$ cat config.mk
export PLATFORM = sky130hd
export DESIGN_NAME = full_adder
export DESIGN_NICKNAME = d
export VERILOG_FILES = /design/src/rtl/full_adder_pkg.sv /design/src/rtl/full_adder_bit.sv /design/src/rtl/full_adder.sv
export SDC_FILE = /design/constraint.sdc
export NUM_CORES = 1
export LEC_CHECK = 0
export CORE_AREA = 2 2 39 41
export DETAILED_ROUTE_END_ITERATION = 8
export DIE_AREA = 0 0 41 43
export PLACE_DENSITY = 0.39
export SLEW_MARGIN = 20
export SYNTH_ARGS = -nofsm -noshare
export SYNTH_HDL_FRONTEND = slang
export SYNTH_HIERARCHICAL = 1
export SYNTH_SLANG_ARGS = --single-unit
export TNS_END_PERCENT = 30
$ cat constraint.sdc
create_clock -name clk -period 1.16 [get_ports clk]
set_input_delay 0.348 -clock clk [delete_from_list [all_inputs] [get_ports clk]]
set_output_delay 0.348 -clock clk [all_outputs]
set_load 0.02 [all_outputs]
$ cat src/rtl/full_adder_pkg.sv
// full_adder_pkg: shared constants and result type for the ripple-carry adder
package full_adder_pkg;

    localparam int FA_DEFAULT_WIDTH = 1;
    localparam int FA_MAX_WIDTH = 64;

    typedef struct packed {
        logic co;
        logic [FA_MAX_WIDTH-1:0] sum;
    } fa_result_t;

endpackage

$ cat src/rtl/full_adder_bit.sv
// fa_bit: combinational one-bit full-adder cell
module fa_bit (
    input  logic a,
    input  logic b,
    input  logic cin,
    output logic s,
    output logic c
);

    assign s = a ^ b ^ cin;
    assign c = (a & b) | (a & cin) | (b & cin);

endmodule

$ cat src/rtl/full_adder.sv
// full_adder: WIDTH-bit ripple-carry adder with one registered output stage
module full_adder
    import full_adder_pkg::*;
#(
    parameter int WIDTH = FA_DEFAULT_WIDTH
) (
    input  logic             clk,
    input  logic             rst,
    input  logic             in_valid,
    input  logic [WIDTH-1:0] a,
    input  logic [WIDTH-1:0] b,
    input  logic             cin,
    output logic             out_valid,
    output logic [WIDTH-1:0] sum,
    output logic             co
);

    logic [WIDTH:0]   c;
    logic [WIDTH-1:0] s;

    assign c[0] = cin;

    for (genvar i = 0; i < WIDTH; i++) begin : g_bit
        fa_bit u_bit (
            .a  (a[i]),
            .b  (b[i]),
            .cin(c[i]),
            .s  (s[i]),
            .c  (c[i+1])
        );
    end

    // capture only qualified operands so idle-cycle garbage never reaches the outputs
    always_ff @(posedge clk) begin
        if (rst) begin
            out_valid <= 1'b0;
            sum       <= '0;
            co        <= 1'b0;
        end else begin
            out_valid <= in_valid;
            if (in_valid) begin
                sum <= s;
                co  <= c[WIDTH];
            end
        end
    end

endmodule

==> results of run 1 <==
cell families after synthesis:
logic type	after synthesis	share of synthesized area
multiplexers	2	0.176
adder cells (fa/ha/maj)	1	0.176
AND/OR/NAND/NOR	3	0.121
flip-flops	3	0.527
state kept, by name, indices dropped and copies added, names as in the netlist:
signal	flops
out_valid	1
co	1
sum	1
stage by stage:
step / instance area [µm²] / setup TNS (ps) / power, mW / cells
2_1_floorplan: 114 / 0 / 0.138 / 9
3_5_place_dp: 221 / -1070 / 0.180 / 34
3_3_place_gp: 221 / -991 / 0.177 / 34
5_1_grt: 230 / 0 / 0.366 / 38
6_report: 230 / 0 / 0.348 / 38
4_1_cts: 235 / 0 / 0.359 / 38
power by group through the flow:
stage                     registers, mW  clock network [mW]  logic (mW)
after global routing              0.116               0.192      0.0578
final                             0.115               0.181      0.0522
after global placement            0.116                   0      0.0613
after floorplan                   0.125                   0      0.0125
after CTS                         0.115               0.190      0.0539
after detailed placement          0.117                   0      0.0631
critical path, stage by stage:
cell and delay (ps):
dlygate4sd2_1 240, fa_1 440, mux2i_1 140, nor2_1 50
per-layer routing:
| metal | part of all wire | vias up | track usage |
|---|---|---|---|
| met5 | 0 | - | 0 |
| met4 | 0.017 | 0 | 0.0600 |
| met3 | 0.23 | 2 | 0.0524 |
| met2 | 0.33 | 9 | 0.0406 |
| met1 | 0.42 | 52 | 0.0449 |
| li1 | - | 55 | - |
worst min-delay path by stage:
stage | slack [ps] | endpoint | cells past startpoint | startpoint
5_1_grt | 530 | sum | 2 | sum
3_3_place_gp | 480 | sum | 2 | sum
6_report | 500 | sum | 2 | sum
4_1_cts | 510 | sum | 2 | sum
3_5_place_dp | 500 | sum | 2 | sum
2_1_floorplan | 420 | out_valid | 1 | rst
layout make-up:
type	count	area share
repair buffers	9	0.304
flip-flops and latches	3	0.261
multi-input cells	6	0.234
clock buffers	4	0.114
well taps	16	0.0870
Yosys cell counts:
cell type | number | area share
mux2i_1 | 2 | 0.18
nor2_1 | 2 | 0.066
nor2b_1 | 1 | 0.055
fa_1 | 1 | 0.18
dfxtp_1 | 3 | 0.53
repair_timing:
| item | CTS | global route |
|---|---|---|
| hold endpoints to repair | 0 | 0 |
| hold buffers | 0 | 0 |
| pin swaps | 1 | 1 |
| resized for setup | 14 | 2 |
| setup endpoints to repair | 5 | 2 |
| gates cloned | 0 | 0 |
==> run metrics, run 1 <==
via count about 120; Initial DRC Count 0; CTS tree done; Final Hold Fails 0; global-route wire length before repair 455 µm; FMAX 0.914 GHz; DIE AREA 1760 µm²; layout cells sized above 1 0.318; Setup Crit Path Kind in2reg; unrepaired setup endpoints after global routing false; Pint between 0.2 and 0.3 mW; largest net degree at the start of global routing 4; Ys Warns 6; fin. max-slew vios 0; DRC 0; r2r worst-path depth 3; number of diodes 0; reg2reg start co; Syn Nets 16; Final #Nets 30; core area roughly 1400 µm²; Worst EP arrival 1220 ps; clk root buf clkbuf_4; HP Class reg2reg; crit start category input port; Clock Power Share 0.519; synthesized cell area 114 µm²; Via-to-Cell Ratio between 3 and 4; CP endpoint sum; reg2reg end co; total I/O pin count 9; Worst EP required 1280 ps; fin util 0.166; area of the multi-input gates 53.8 µm²; Routability Congestion between 0.6 and 0.7; P_sw 0.0798 mW; Gate power share 0.150; initial antenna violation count 0; WHS 500 ps; htree depth 1; crit path time final 1090 ps; Worst Max-Slew Pin Slew 164 ps; static leakage 0.108 nW; R2R setup slack 460 ps; Congestion Overflow GR 0; Die X 41 µm; Sequential cell area roughly 60 µm²; Total GRT Usage 0.0461; Final Skew 0 ps; setup slack at placement -400 ps; number of buffers created by CTS 3; flops & latches, synth 3; Die Y-Extent roughly 43 µm; Clock Latency Late Sink about 230 ps; vias in the first global route 115; Setup Buffers After CTS 0; Routed WL per cell 7.58 µm; Clock transition at path regs 40 ps; Yosys cell types 5; Peak VDD IR 0.000348 V; DRT Pass-1 Iters 1; # rows 14; antenna viol nets, final 0; final worst-path cycle share 0.943; Clock Sink Count 3; commonest cells after routing, fill and taps aside clkbuf_4, dfxtp_1, buf_2; Starting Density 0.0823; Mean Syn Cell Area about 13 µm²; final worst slack between 60 and 70 ps; final wirelength 288 µm; PwrDens approximately 1500 nW/µm²; CTS Buffer Depth 2; share of power burned in registers 0.331; I/O Buffers 8; outcome complete, no violations; area growth from synthesis to layout 102%; register area share after synthesis 0.527; Switching Share 0.229; Post-Synthesis Cells 9; filler cell count 154; Slew headroom 0.890; crit path capture type flip-flop; Max Fanout on Critical Path 1; max cap viols 0; Final setup violation count 0; Crit. Startpoint cin
Note: power is estimated with default switching activity, not from simulation.
==> inputs of run 2 (changes only) <==
--- a/config.mk
+++ b/config.mk
@@ -6,9 +6,11 @@
 export NUM_CORES = 1
 export LEC_CHECK = 0
 export CORE_AREA = 2 2 39 41
+export CTS_BUF_LIST = sky130_fd_sc_hd__clkbuf_16
 export DETAILED_ROUTE_END_ITERATION = 8
 export DIE_AREA = 0 0 41 43
 export PLACE_DENSITY = 0.39
+export SKIP_CTS_REPAIR_TIMING = 1
 export SLEW_MARGIN = 20
 export SYNTH_ARGS = -nofsm -noshare
 export SYNTH_HDL_FRONTEND = slang
==> run 2 against run 1 <==
The run now ends with setup timing left; sequential share of layout area decreased by 6.7 points; non-clock buffer count unchanged; final area is 35% higher; routed wire length up 8.0%; register-to-register slack hardly changed; largest power group unchanged.
==> run metrics, run 2 (same netlist as run 1, synthesis figures left out) <==
CP Cell Sequence clkdlybuf4s50_1, fa_1, mux2i_1, nor2_1; Starting Density 0.0823 (unchanged); Final Hold Fails 0 (unchanged); DRT Pass-1 Iters 1 (unchanged); Switching Share 0.162 (-0.0677); Worst EP arrival 1440 ps (+220 ps); Routability Congestion 0.617 (unchanged); Worst EP required 1270 ps (about the same); Hold Path Stages 2 (unchanged); Total Power 0.706 mW (+100%); commonest cells after routing, fill and taps aside clkdlybuf4s50_1, dlymetal6s2s_1, clkbuf_16, dfxtp_1; crit start category input port; number of buffers created by CTS 3 (unchanged); largest net degree at the start of global routing 4 (unchanged); slowest CP cell fa_1; I/O Buffers 8 (unchanged); Clock Sink Count 3 (unchanged); Congestion Overflow GR 0 (unchanged); failing checks setup timing; Die Y-Extent 43 µm (unchanged); Clock Power Share 0.751 (+0.232); Total GRT Usage 0.0461 (unchanged); DRC 0 (unchanged); R2R setup slack 460 ps (about the same); Via-to-Cell Ratio 3.11 (unchanged); max cap viols 0 (unchanged); area growth from synthesis to layout 173%; CTS tree done; share of power burned in registers 0.163 (-0.168); crit path time final 1330 ps (+232 ps); P_sw 0.114 mW (+43%); Die X 41 µm (unchanged); Crit path largest cell delay 470 ps (+30 ps); clk root buf clkbuf_16; Final #Nets 30 (unchanged); number of diodes 0 (unchanged); HP Class reg2reg; Peak VDD IR 0.000702 V (+100%); Clock transition at path regs 30 ps (about the same); fin util 0.224 (+0.0579); r2r worst-path depth 3 (unchanged); Largest regs co (1), out_valid (1), sum (1); Gate power share 0.086 (-0.064); total I/O pin count 9 (unchanged); final worst-path cycle share 1.14 (+0.200); Slew headroom 0.846 (-0.0445); final worst slack -166 ps (-232 ps); Clock Latency Late Sink 220 ps (about the same); fin. max-slew vios 0 (unchanged); core area 1380 µm² (unchanged); Final Skew 0 ps (unchanged); Worst Max-Slew Pin Slew 231 ps (+66.9 ps); via count 118 (unchanged); Initial DRC Count 0 (unchanged); antenna viol nets, final 0 (unchanged); Setup Crit Path Kind in2reg; layout cells sized above 1 0.182 (-0.136); final wirelength 311 µm (+8.0%); static leakage 0.182 nW (+69%); initial antenna violation count 0 (unchanged); Final setup violation count 2 (+2); htree depth 1 (unchanged); unrepaired setup endpoints after global routing true; Routed WL per cell 8.18 µm (+8.0%); FMAX 0.754 GHz (-18%); DIE AREA 1760 µm² (unchanged); crit path capture type flip-flop; # rows 14 (unchanged); global-route wire length before repair 483 µm (+6.2%); Max Fanout on Critical Path 1 (unchanged); vias in the first global route 121 (+5.2%); Pint 0.591 mW (+120%); WHS 508 ps (+8.32 ps); PwrDens 2270 nW/µm² (+51%); CTS Buffer Depth 2 (unchanged); outcome complete, but fails checks
run 2: cell count changes in the layout (fill, tap and decap cells not counted), moves of 2 or more:
| cell | delta |
|---|---|
| clkbuf_16 | +3 |
| buf_2 | -3 |
| clkbuf_4 | -3 |
| dlymetal6s2s_1 | +4 |
| clkdlybuf4s50_1 | +2 |
| dlygate4sd2_1 | -2 |
run 2: worst max-delay path, delay by kind of cell:
| family | cells | cell delay (ps) |
|---|---|---|
| adders and majority gates | 1 | 470 |
| buffers and inverters | 1 | 430 |
| muxes | 1 | 140 |
| and+or+nand+nor | 1 | 50 |
run 2: final cells by class:
cell class,count,area (µm²)
multi-input combinational,6,53.8
sequential,3,60.1
clock buffer,3,75.1
fill,146,1070
clock inverter,1,3.75
tap,16,20.0
timing repair buffer,9,97.6
run 2: worst paths after layout:
path         start  endpoint
max              a       sum
max reg2reg     co        co
min reg2reg    sum       sum
min            sum       sum
run 2: metal layers:
metal / part of all wire / routed length, µm / up-vias / track usage
li1: - / - / 55 / -
met1: 0.44 / 137 / 54 / 0.0449
met2: 0.36 / 112 / 9 / 0.0500
met3: 0.20 / 61 / 0 / 0.0366
met4: 0 / 0 / 0 / 0.0600
met5: 0 / 0 / - / 0
run 2: power by group through the flow:
stage	registers, mW	logic, mW	clock network [mW]
CTS	0.116	0.0635	0.540
global route	0.116	0.0654	0.550
finish	0.115	0.0605	0.530
floorplan	0.125	0.0125	0
global placement	0.116	0.0613	0
detailed placement	0.117	0.0631	0
run 2: per-stage QoR:
| stage | cell area [µm²] | worst slack, ps | cells | TNS, ps |
|---|---|---|---|---|
| 2_1_floorplan | 114 | 76.8 | 9 | 0 |
| 3_3_place_gp | 221 | -381 | 34 | -991 |
| 3_5_place_dp | 221 | -400 | 34 | -1070 |
| 4_1_cts | 300 | -359 | 38 | -1340 |
| 5_1_grt | 310 | -231 | 38 | -392 |
| 6_report | 310 | -166 | 38 | -290 |
==> inputs of run 3 (changes only) <==
--- a/config.mk
+++ b/config.mk
@@ -9,9 +9,8 @@
 export CTS_BUF_LIST = sky130_fd_sc_hd__clkbuf_16
 export DETAILED_ROUTE_END_ITERATION = 8
 export DIE_AREA = 0 0 41 43
-export PLACE_DENSITY = 0.39
+export PLACE_DENSITY = 0.4
 export SKIP_CTS_REPAIR_TIMING = 1
-export SLEW_MARGIN = 20
 export SYNTH_ARGS = -nofsm -noshare
 export SYNTH_HDL_FRONTEND = slang
 export SYNTH_HIERARCHICAL = 1
==> constraint.sdc (replaced) <==
create_clock -name clk -period 1.2 [get_ports clk]
set_input_delay 0.36 -clock clk [delete_from_list [all_inputs] [get_ports clk]]
set_output_delay 0.36 -clock clk [all_outputs]
set_load 0.02 [all_outputs]
==> run 3 against run 2 <==
The run now ends clean; largest cell class unchanged; worst hold slack got worse by 3.1 ps; critical path depth is 3 lower; setup slack better by 240 ps; sequential share of layout area down 0.31 points; global-route usage is 0.096 points lower; sequential power decreased by 3%.
==> run metrics, run 3 (same netlist as run 1, synthesis figures left out) <==
antenna viol nets, final 0 (unchanged); initial antenna violation count 0 (unchanged); total I/O pin count 9 (unchanged); DRT Pass-1 Iters 4 (+3); core area 1380 µm² (unchanged); crit path time final 1130 ps; Congestion Overflow GR 0 (unchanged); fin area 315 µm² (+1.6%); PwrDens 2160 nW/µm² (-5.0%); CTS Buffer Depth 2 (unchanged); Worst EP arrival 770 ps (-670 ps); vias in the first global route 100 (-17%); hold path start sum; CTS tree done; Final Skew 0 ps (unchanged); Setup Crit Path Kind reg2out; Routability Congestion 0.621 (+0.57%); Crit path largest cell delay 320 ps (-150 ps); Clock Sink Count 3 (unchanged); FMAX 0.887 GHz; area growth from synthesis to layout 177%; htree depth 1 (unchanged); clk root buf clkbuf_16; unrepaired setup endpoints after global routing false; slowest CP cell dfxtp_1; Layout Cells excl Fill 38 (unchanged); Worst Max-Slew Pin Slew 233 ps (+1.55 ps); crit start category flip-flop; Hold Path End sum; largest net degree at the start of global routing 4 (unchanged); fin util 0.228 (+0.00362); Peak VDD IR 0.00140 V (+100%); CP Cell Sequence dlymetal6s2s_1; via count 119 (+0.85%); Starting Density 0.0823 (unchanged); fin. max-slew vios 0 (unchanged); area post-placement 221 µm² (unchanged); Final Hold Fails 0 (unchanged); filler cell count 147 (+0.68%); # rows 14 (unchanged); HP Class reg2reg; R2R setup slack 500 ps (+40 ps); final worst-path cycle share 0.940; reg2reg end co; Die X 41 µm (unchanged); commonest non-fill, non-tap cell in the layout dlymetal6s2s_1; Final #Nets 30 (unchanged); Slew headroom 0.845 (-0.00104); Initial DRC Count 9 (+9); Clock transition at path regs 30 ps (about the same); Die Y-Extent 43 µm (unchanged); Worst EP required 840 ps (-430 ps); Hold Path Stages 2 (unchanged); Largest regs co (1), out_valid (1), sum (1); Max Fanout on Critical Path 2 (+1); I/O Buffers 8 (unchanged); outcome complete, no violations; Total GRT Usage 0.0452 (-0.000958); number of diodes 0 (unchanged); cell family with most CP delay flip-flops; Routed WL per cell 7.55 µm (-7.7%); layout cells sized above 1 0.182 (unchanged); global-route wire length before repair 407 µm (-16%); crit path capture type output pin; DRC 0 (unchanged); dpl cells 34 (unchanged); DIE AREA 1760 µm² (unchanged); commonest cells after routing, fill and taps aside dlymetal6s2s_1, clkbuf_16, dfxtp_1; Final setup violation count 0 (-2); TNS Setup 0 ps (+290 ps); Via-to-Cell Ratio 3.13 (+0.85%); number of buffers and inverters on the critical path 1 (unchanged); reg2reg start co; max cap viols 0 (unchanged); final wirelength 287 µm (-7.7%); Clock Latency Late Sink 220 ps (about the same); static leakage 0.200 nW (+10%); number of buffers created by CTS 3 (unchanged); r2r worst-path depth 3 (unchanged)
[run 3: routing by layer]
| metal | up-vias | wire (µm) | part of all wire | track usage |
|---|---|---|---|---|
| li1 | 55 | - | - | - |
| met1 | 51 | 123 | 0.43 | 0.0514 |
| met2 | 13 | 83 | 0.29 | 0.0313 |
| met3 | 0 | 79 | 0.28 | 0.0838 |
| met4 | 0 | 0 | 0 | 0.0200 |
| met5 | - | 0 | 0 | 0 |
[run 3: through the flow]
step / power, mW / hold WS, ps / setup slack [ps]
6_report: 0.681 / 505 / 72.0
5_1_grt: 0.709 / 554 / 46.0
4_1_cts: 0.694 / 520 / -320
3_5_place_dp: 0.175 / 512 / -406
3_3_place_gp: 0.171 / 484 / -353
2_1_floorplan: 0.133 / 432 / 105
[run 3: worst max-delay path by stage]
stage               from  end  cells past startpoint
finish               sum  sum                      1
global route         sum  sum                      1
CTS                  sum  sum                      1
detailed placement     a  sum                      4
global placement       a  sum                      4
floorplan              a  sum                      3
[run 3: where the power goes]
group          switching (mW)  internal [mW]  leakage (nW)
logic                  0.0245         0.0346         0.133
registers             0.00296          0.108        0.0249
clock network          0.0824          0.429        0.0423
[run 3: cell type report]
class / instances / area (µm²) / share of cell area
repair buffers: 9 / 103 / 0.325
clock buffers: 3 / 75.1 / 0.238
flip-flops and latches: 3 / 60.1 / 0.190
multi-input cells: 6 / 53.8 / 0.171
well taps: 16 / 20.0 / 0.0635
clock inverters: 1 / 3.75 / 0.0119
